### config.mk
export PLATFORM = sky130hd
export DESIGN_NAME = sram_arbiter
export DESIGN_NICKNAME = d
export VERILOG_FILES = /design/src/rtl/sram_arbiter.sv
export SDC_FILE = /design/constraint.sdc
export NUM_CORES = 1
export LEC_CHECK = 0
export BUFFER_PORTS_ARGS = -buffer_cell sky130_fd_sc_hd__buf_2
export CORE_AREA = 2 2 127 129
export CTS_CLUSTER_DIAMETER = 100
export DETAILED_ROUTE_END_ITERATION = 8
export DIE_AREA = 0 0 129 131
export GPL_ROUTABILITY_DRIVEN = 0
export GPL_TIMING_DRIVEN = 0
export PLACE_DENSITY = 0.52
export SLEW_MARGIN = 20
export SYNTH_ARGS = -nofsm -noshare
export SYNTH_HDL_FRONTEND = slang
export SYNTH_SLANG_ARGS = --single-unit
### constraint.sdc
create_clock -name clk -period 3.22 [get_ports clk]
set_input_delay 0.483 -clock clk [delete_from_list [all_inputs] [get_ports clk]]
set_output_delay 0.483 -clock clk [all_outputs]
set_load 0.05 [all_outputs]
### src/rtl/sram_arbiter.sv
// rtl/sram_arbiter.sv - two-requester SRAM bus arbiter with in-order ID return FIFO (optional macro: ARB_ROUND_ROBIN_EN)
module sram_arbiter #(
  parameter int DEPTH = 4
) (
  input  logic                     clk,
  input  logic                     reset,
  input  logic                     inst_req,
  input  logic [70:0]              inst_cmd,
  output logic                     inst_addr_ok,
  output logic                     inst_data_ok,
  output logic [31:0]              inst_rdata,
  input  logic                     data_req,
  input  logic [70:0]              data_cmd,
  output logic                     data_addr_ok,
  output logic                     data_data_ok,
  output logic [31:0]              data_rdata,
  output logic                     bus_req,
  output logic [70:0]              bus_cmd,
  input  logic                     bus_addr_ok,
  input  logic                     bus_data_ok,
  input  logic [31:0]              bus_rdata,
  output logic [$clog2(DEPTH):0]   outstanding,
  output logic                     err_spurious
);

  localparam int PW = $clog2(DEPTH);
  localparam logic [PW:0] FULL_CNT = (PW + 1)'(DEPTH);

  typedef enum logic [1:0] {IDLE, LOCK_I, LOCK_D} state_t;

  state_t          state;
  state_t          state_nxt;
  logic            full;
  logic            grant_data;
  logic            tie_data;
  logic            hs;
  logic            push;
  logic            pop;
  logic            spurious;
  logic            head_id;
  logic [PW-1:0]   wr_ptr;
  logic [PW-1:0]   rd_ptr;
  logic            id_mem [DEPTH];

  // Full is judged on the registered count so a same-cycle pop cannot admit a push.
  assign full     = (outstanding == FULL_CNT);
  assign bus_req  = (inst_req | data_req) & ~full;
  assign hs       = bus_req & bus_addr_ok;
  assign push     = hs;
  // Only entries already queued may be returned; a return against an empty queue is dropped.
  assign pop      = bus_data_ok & (outstanding != '0);
  assign spurious = bus_data_ok & (outstanding == '0);
  assign head_id  = id_mem[rd_ptr];

  assign bus_cmd      = grant_data ? data_cmd : inst_cmd;
  assign inst_addr_ok = hs & ~grant_data;
  assign data_addr_ok = hs & grant_data;
  assign inst_data_ok = pop & ~head_id;
  assign data_data_ok = pop & head_id;
  assign inst_rdata   = bus_rdata;
  assign data_rdata   = bus_rdata;

`ifdef ARB_ROUND_ROBIN_EN
  logic rr_data;

  // Tie-break favours whichever side lost the most recent handshake; data after reset.
  always_ff @(posedge clk) begin
    if (reset) rr_data <= 1'b1;
    else if (hs) rr_data <= ~grant_data;
  end

  assign tie_data = rr_data;
`else
  assign tie_data = 1'b1;
`endif

  // Grant state register: a pending request locks its grant until accepted.
  always_ff @(posedge clk) begin
    if (reset) state <= IDLE;
    else state <= state_nxt;
  end

  // Grant selection and lock transitions.
  always_comb begin
    state_nxt  = state;
    grant_data = data_req;
    case (state)
      IDLE: begin
        grant_data = (inst_req & data_req) ? tie_data : data_req;
        if (bus_req & ~bus_addr_ok) state_nxt = grant_data ? LOCK_D : LOCK_I;
      end
      LOCK_I: begin
        grant_data = 1'b0;
        if (hs) state_nxt = IDLE;
      end
      LOCK_D: begin
        grant_data = 1'b1;
        if (hs) state_nxt = IDLE;
      end
      default: state_nxt = IDLE;
    endcase
  end

  // ID FIFO storage: records which side owns each accepted transaction.
  always_ff @(posedge clk) begin
    if (push) id_mem[wr_ptr] <= grant_data;
  end

  // FIFO pointers and outstanding count; pointers wrap naturally at DEPTH.
  always_ff @(posedge clk) begin
    if (reset) begin
      wr_ptr      <= '0;
      rd_ptr      <= '0;
      outstanding <= '0;
    end else begin
      if (push) wr_ptr <= wr_ptr + 1'b1;
      if (pop)  rd_ptr <= rd_ptr + 1'b1;
      case ({push, pop})
        2'b10:   outstanding <= outstanding + 1'b1;
        2'b01:   outstanding <= outstanding - 1'b1;
        default: outstanding <= outstanding;
      endcase
    end
  end

  // Sticky flag for data returns that arrive with nothing outstanding.
  always_ff @(posedge clk) begin
    if (reset) err_spurious <= 1'b0;
    else if (spurious) err_spurious <= 1'b1;
  end

endmodule

Word-level counts from Yosys, hierarchy flattened --
Memories as Yosys holds them, arrays and structs flattened. A register that Yosys moved wholly into a read port is not among the register bits. Index checks and enable logic that the tools add are counted.
Cells by class: multipliers 0, reductions and logical operators 6, divide/modulo/power cells 0, equality and inequality tests 7, add/sub/neg operators 4, bitwise operators 15, shifts and indexed selects 0, mux-type cells 12, magnitude comparators 0
Operator list (number):
- 2-to-1 mux 71 bit | 1
- AND 1 bit | 10
- 2-to-1 mux 2 bit | 5
- one-hot mux 3 bit (2 select lines) | 1
- adder 2 x 1 -> 2 bit (second input constant) | 2
- == test 2 x 1 -> 1 bit (second input constant) | 2
- == test 2 bit (second input constant) | 2
- NOT 1 bit | 4
- one-hot mux 2 bit (2 select lines) | 1
- adder 3 x 1 -> 3 bit (second input constant) | 1
- == test 3 bit (second input constant) | 1
- logical NOT 3 bit | 1
- 2-to-1 mux 1 bit | 3
- one-hot mux 1 bit (3 select lines) | 1
- nonzero test 3 bit | 1
- subtractor 3 x 1 -> 3 bit (second input constant) | 1
- logical NOT 2 bit | 1
- inequality test 2 x 1 -> 1 bit (second input constant) | 1
- inequality test 2 bit (second input constant) | 1
- AND reduction 2 bit | 1
- nonzero test 2 bit | 1
- OR reduction 2 bit | 1
- bitwise OR 1 bit | 1
Storage, ports and cells: output and inout bits 144, input port bits 180, memories kept 1, bits in writable memories 4, memory bits (read-only) 0, flip-flop bits (word level) 10, latch bits 0
Memories:
- id_mem | words 4, bits a word 1, read ports 1, clocked after Yosys merged registers in 1, write ports 1, RTL line 43 | logic id_mem [DEPTH];

Longest topological paths before layout --
depth in word-level cells 6, mapped depth 9

Least setup slack after synthesis --
No wires, ideal clock.
kind register to output, start register state[0], end output inst_addr_ok, path buffers 2, cell stages (with the launch flop) 8, data arrival time 2202 ps, path slack 535 ps, path through dfxtp_1 > inv_1 > ha_1 > o21ai_1 > o21ai_1 > buf_6 > buf_6 > nor3_1
On the way: word-level cells in the longest chain between the ends 4, elaborated cells between the ends (all ways) 6
RTL lines:
- start: declaration | RTL line 31 | state_t state;
- start signal: assignment | RTL line 80 | else state <= state_nxt;
- == test 2 bit, or another cell as far along | RTL line 87 | case (state)
- one-hot mux 1 bit (3 select lines) (*) | RTL line 87
- named net grant_data | RTL line 34 | logic grant_data;
- NOT 1 bit (*) | RTL line 56 | assign inst_addr_ok = hs & ~grant_data;
- AND 1 bit (*) | RTL line 56
- end: declaration | RTL line 9 | output logic inst_addr_ok,
The timed path passes the listed nets; every way through them passes the cells marked *.

Worst setup path in the final report --
start register state[0], end output bus_cmd[10]
On the way: word-level cells in the longest chain between the ends 3, elaborated cells between the ends (all ways) 5
RTL lines:
- == test 2 bit, or another cell as far along | RTL line 87
- one-hot mux 1 bit (3 select lines) (*) | RTL line 87
- 2-to-1 mux 71 bit (*) | RTL line 55 | assign bus_cmd = grant_data ? data_cmd : inst_cmd;
- end: declaration | RTL line 18 | output logic [70:0] bus_cmd,
Mark *: on every way between the ends. The rest lies on a longest branch, timed or not.

==> flow_summary.ini <==
[run_status]
status = finished, final reports clean

[yosys]
netlist_instances = 232
ys_ff_latch = 16
yosys_warnings = 0
yosysSeqAreaShare = 0.161
synth_top_area_frac = 0.358
synth_area_per_cell_um2 = 9.63
yosysTopAreaCell = mux2_2
synth_cell_types = 32
post_synth_instance_area_mm2 = 0.00223
netlist_top_cells_area = mux2_2, buf_4, dfxtp_1, edfxtp_1, ha_1
syn_nets = 421

[finish]
post-route-util = 0.259
fill_cells = 1702
nets = 717
area_growth_pct = 80.9
drive_gt1_frac = 0.837

[critical_path]
slowest_delay_ps = 360
cp.required_ps = 2740
worstPathArrival_ps = 2100
reg2reg_slack_ps = 820
critPathKind = flip-flop to primary output
critPathTopFamily = buffers and inverters
path_max_fanout = 10
crit_path_end_kind = primary output
critPathSlowestCell = mux2_2
critical_path_buf_inv_count = 4
critPathLaunchType = flip-flop
cp_cell_sequence = inv_1 -> ha_1 -> o21ai_1 -> o21ai_1 -> buf_6 -> buf_6 -> mux2_2 -> buf_2

[placement]
pre_cts_ws_ps = 586
port_buffers = 291
place_hpwl_um = 8020

[detailed_routing]
drt-wirelength-per-cell_um = 12.0
drt_pass1_iterations = 4
postRouteAntennaNets = 0
drc = 0
route.vias.total = 2648
viasPerCell = 3.56
wl_um = 8950
dr.first_iter.drc_count = 61

[floorplan]
dieArea_mm2 = 0.0169
die_height_um = 131
rows = 46
core_mm2 = 0.0156
start_util = 0.143
io_pins = 324
die_w_um = 129

[sta]
tns_ps = 0
setup_violations = 0
min_period_over_period = 0.802
finClkSkew_ps = 4.69
fin_ws_ps = 639
drv_slew = 0
rsz0062_at_grt = no
max_slew.worst_pin.slew_ps = 605
fmax_ghz = 0.387
whs_ps = 461
fin_crit_ps = 2580
slew_headroom = 0.593
hold_violations = 0

[grt]
grt_usage = 0.0858
grt-ovfl-total = 0
grt_pass1_wl_um = 11000
antenna_found_initial = 1
grt_max_degree = 14
first_global_vias = 2279

[clock_network]
htreeDepth = 1
clk_pin_slew_ps = 50
cts_root_buffer = clkbuf_16
clock_insertion_delay_worst_skew_ps = 250
post_cts_buffers = 0
cts_buffer_depth = 2
cts_buffers = 3
ctsResizeCount = 0
tritoncts = built
cts_hold_buf = 0
clock_sinks = 16

[power]
leakagePower_nw = 2.16
vdd_ir_drop_max_uv = 188
power_density_mw_per_mm2 = 595

[hold_path]
hold_class = flip-flop to flip-flop

[flow_run]
drv_cap = 0
worst min-delay path, delay by kind of cell (launching register included):
family / cells / cell delay (ps)
AO/OA/AOI/OAI: 1 / 40
AND/OR/NAND/NOR: 1 / 60
flip-flops: 1 / 320
through the flow:
stage	instances	instance area, µm²	total power [mW]
6_report	744	4040	2.41
3_5_place_dp	739	3960	2.18
3_3_place_gp	739	3960	2.19
5_1_grt	743	4040	2.54
2_1_floorplan	232	2230	1.77
4_1_cts	743	4040	2.44
layer usage:
metal	track usage	wire length, µm	part of all wire	vias to the layer above
met5	0	0	0	-
met4	0.0192	65	0.0073	0
li1	-	-	-	1328
met1	0.0882	3240	0.36	1137
met2	0.180	4870	0.54	178
met3	0.0130	772	0.086	5
power breakdown:
| group | switching [mW] | internal (mW) |
|---|---|---|
| Sequential | 0.0546 | 0.258 |
| Combinational | 1.25 | 0.602 |
| Clock | 0.0772 | 0.165 |
cell usage after synthesis, drive strengths merged:
cell type  number
and2b           1
nor2           12
or3             2
o32ai           1
or3b            1
buf            72
nand4           1
and2            5
xor2            4
or4b            1
nor4            1
o21ai           5
nand2b          3
fa              1
nor3            2
o311ai          1
dfxtp          12
ha              8
o31ai           4
nor2b           1
o2111ai         1
nor3b           2
edfxtp          4
inv            10
mux4            1
a21oi           4
clkbuf          1
mux2           71
layout by cell type, fill, tap and decap left out, types with 2 or more instances in the layout:
master       n
o21ai_1      2
nor3_1       2
edfxtp_1     4
ha_1         8
o31ai_1      4
or3_1        2
nor2_1      12
xor2_1       4
buf_6        7
mux2_2      71
inv_1       10
o21ai_0      3
buf_2      292
a21oi_1      4
buf_4       64
and2_1       5
clkbuf_16    3
nand2b_1     3
dfxtp_1     12
path summary, 6_finish.rpt:
check | to | start | depth (start not counted)
hold reg to reg | err_spurious$_SDFFE_PP0P_ | err_spurious$_SDFFE_PP0P_ | 2
setup reg to reg | outstanding[2]$_SDFFE_PP0P_ | outstanding[2]$_SDFFE_PP0P_ | 9
setup / recovery | bus_cmd[10] | state[0]$_SDFFE_PP0P_ | 8
hold / removal | err_spurious$_SDFFE_PP0P_ | err_spurious$_SDFFE_PP0P_ | 2
layout make-up:
| type | count | area [µm²] | share of cell area |
|---|---|---|---|
| Tap cell | 216 | 270 | 0.0669 |
| Buffer | 73 | 568 | 0.141 |
| Clock buffer | 3 | 75.1 | 0.0186 |
| Inverter | 10 | 37.5 | 0.00929 |
| Clock inverter | 1 | 3.75 | 0.000929 |
| Sequential cell | 16 | 360 | 0.0891 |
| Timing Repair Buffer | 291 | 1460 | 0.360 |
| Multi-Input combinational cell | 133 | 1270 | 0.314 |
| Antenna cell | 1 | 2.50 | 0.000619 |
cell families (layout without fill, tap and decap cells):
family                     Yosys count  in the layout  synth area share
muxes                               72             72             0.368
buffers and inverters               83            378             0.271
other                                0              1                 0
DFF                                 16             16             0.161
xor gates and xnor gates             4              4            0.0157
adders and majority gates            9              9            0.0538
and+or+nand+nor                     32             32            0.0851
AOI/OAI and AO/OA                   16             16            0.0454
Note: power is estimated with default switching activity, not from simulation.
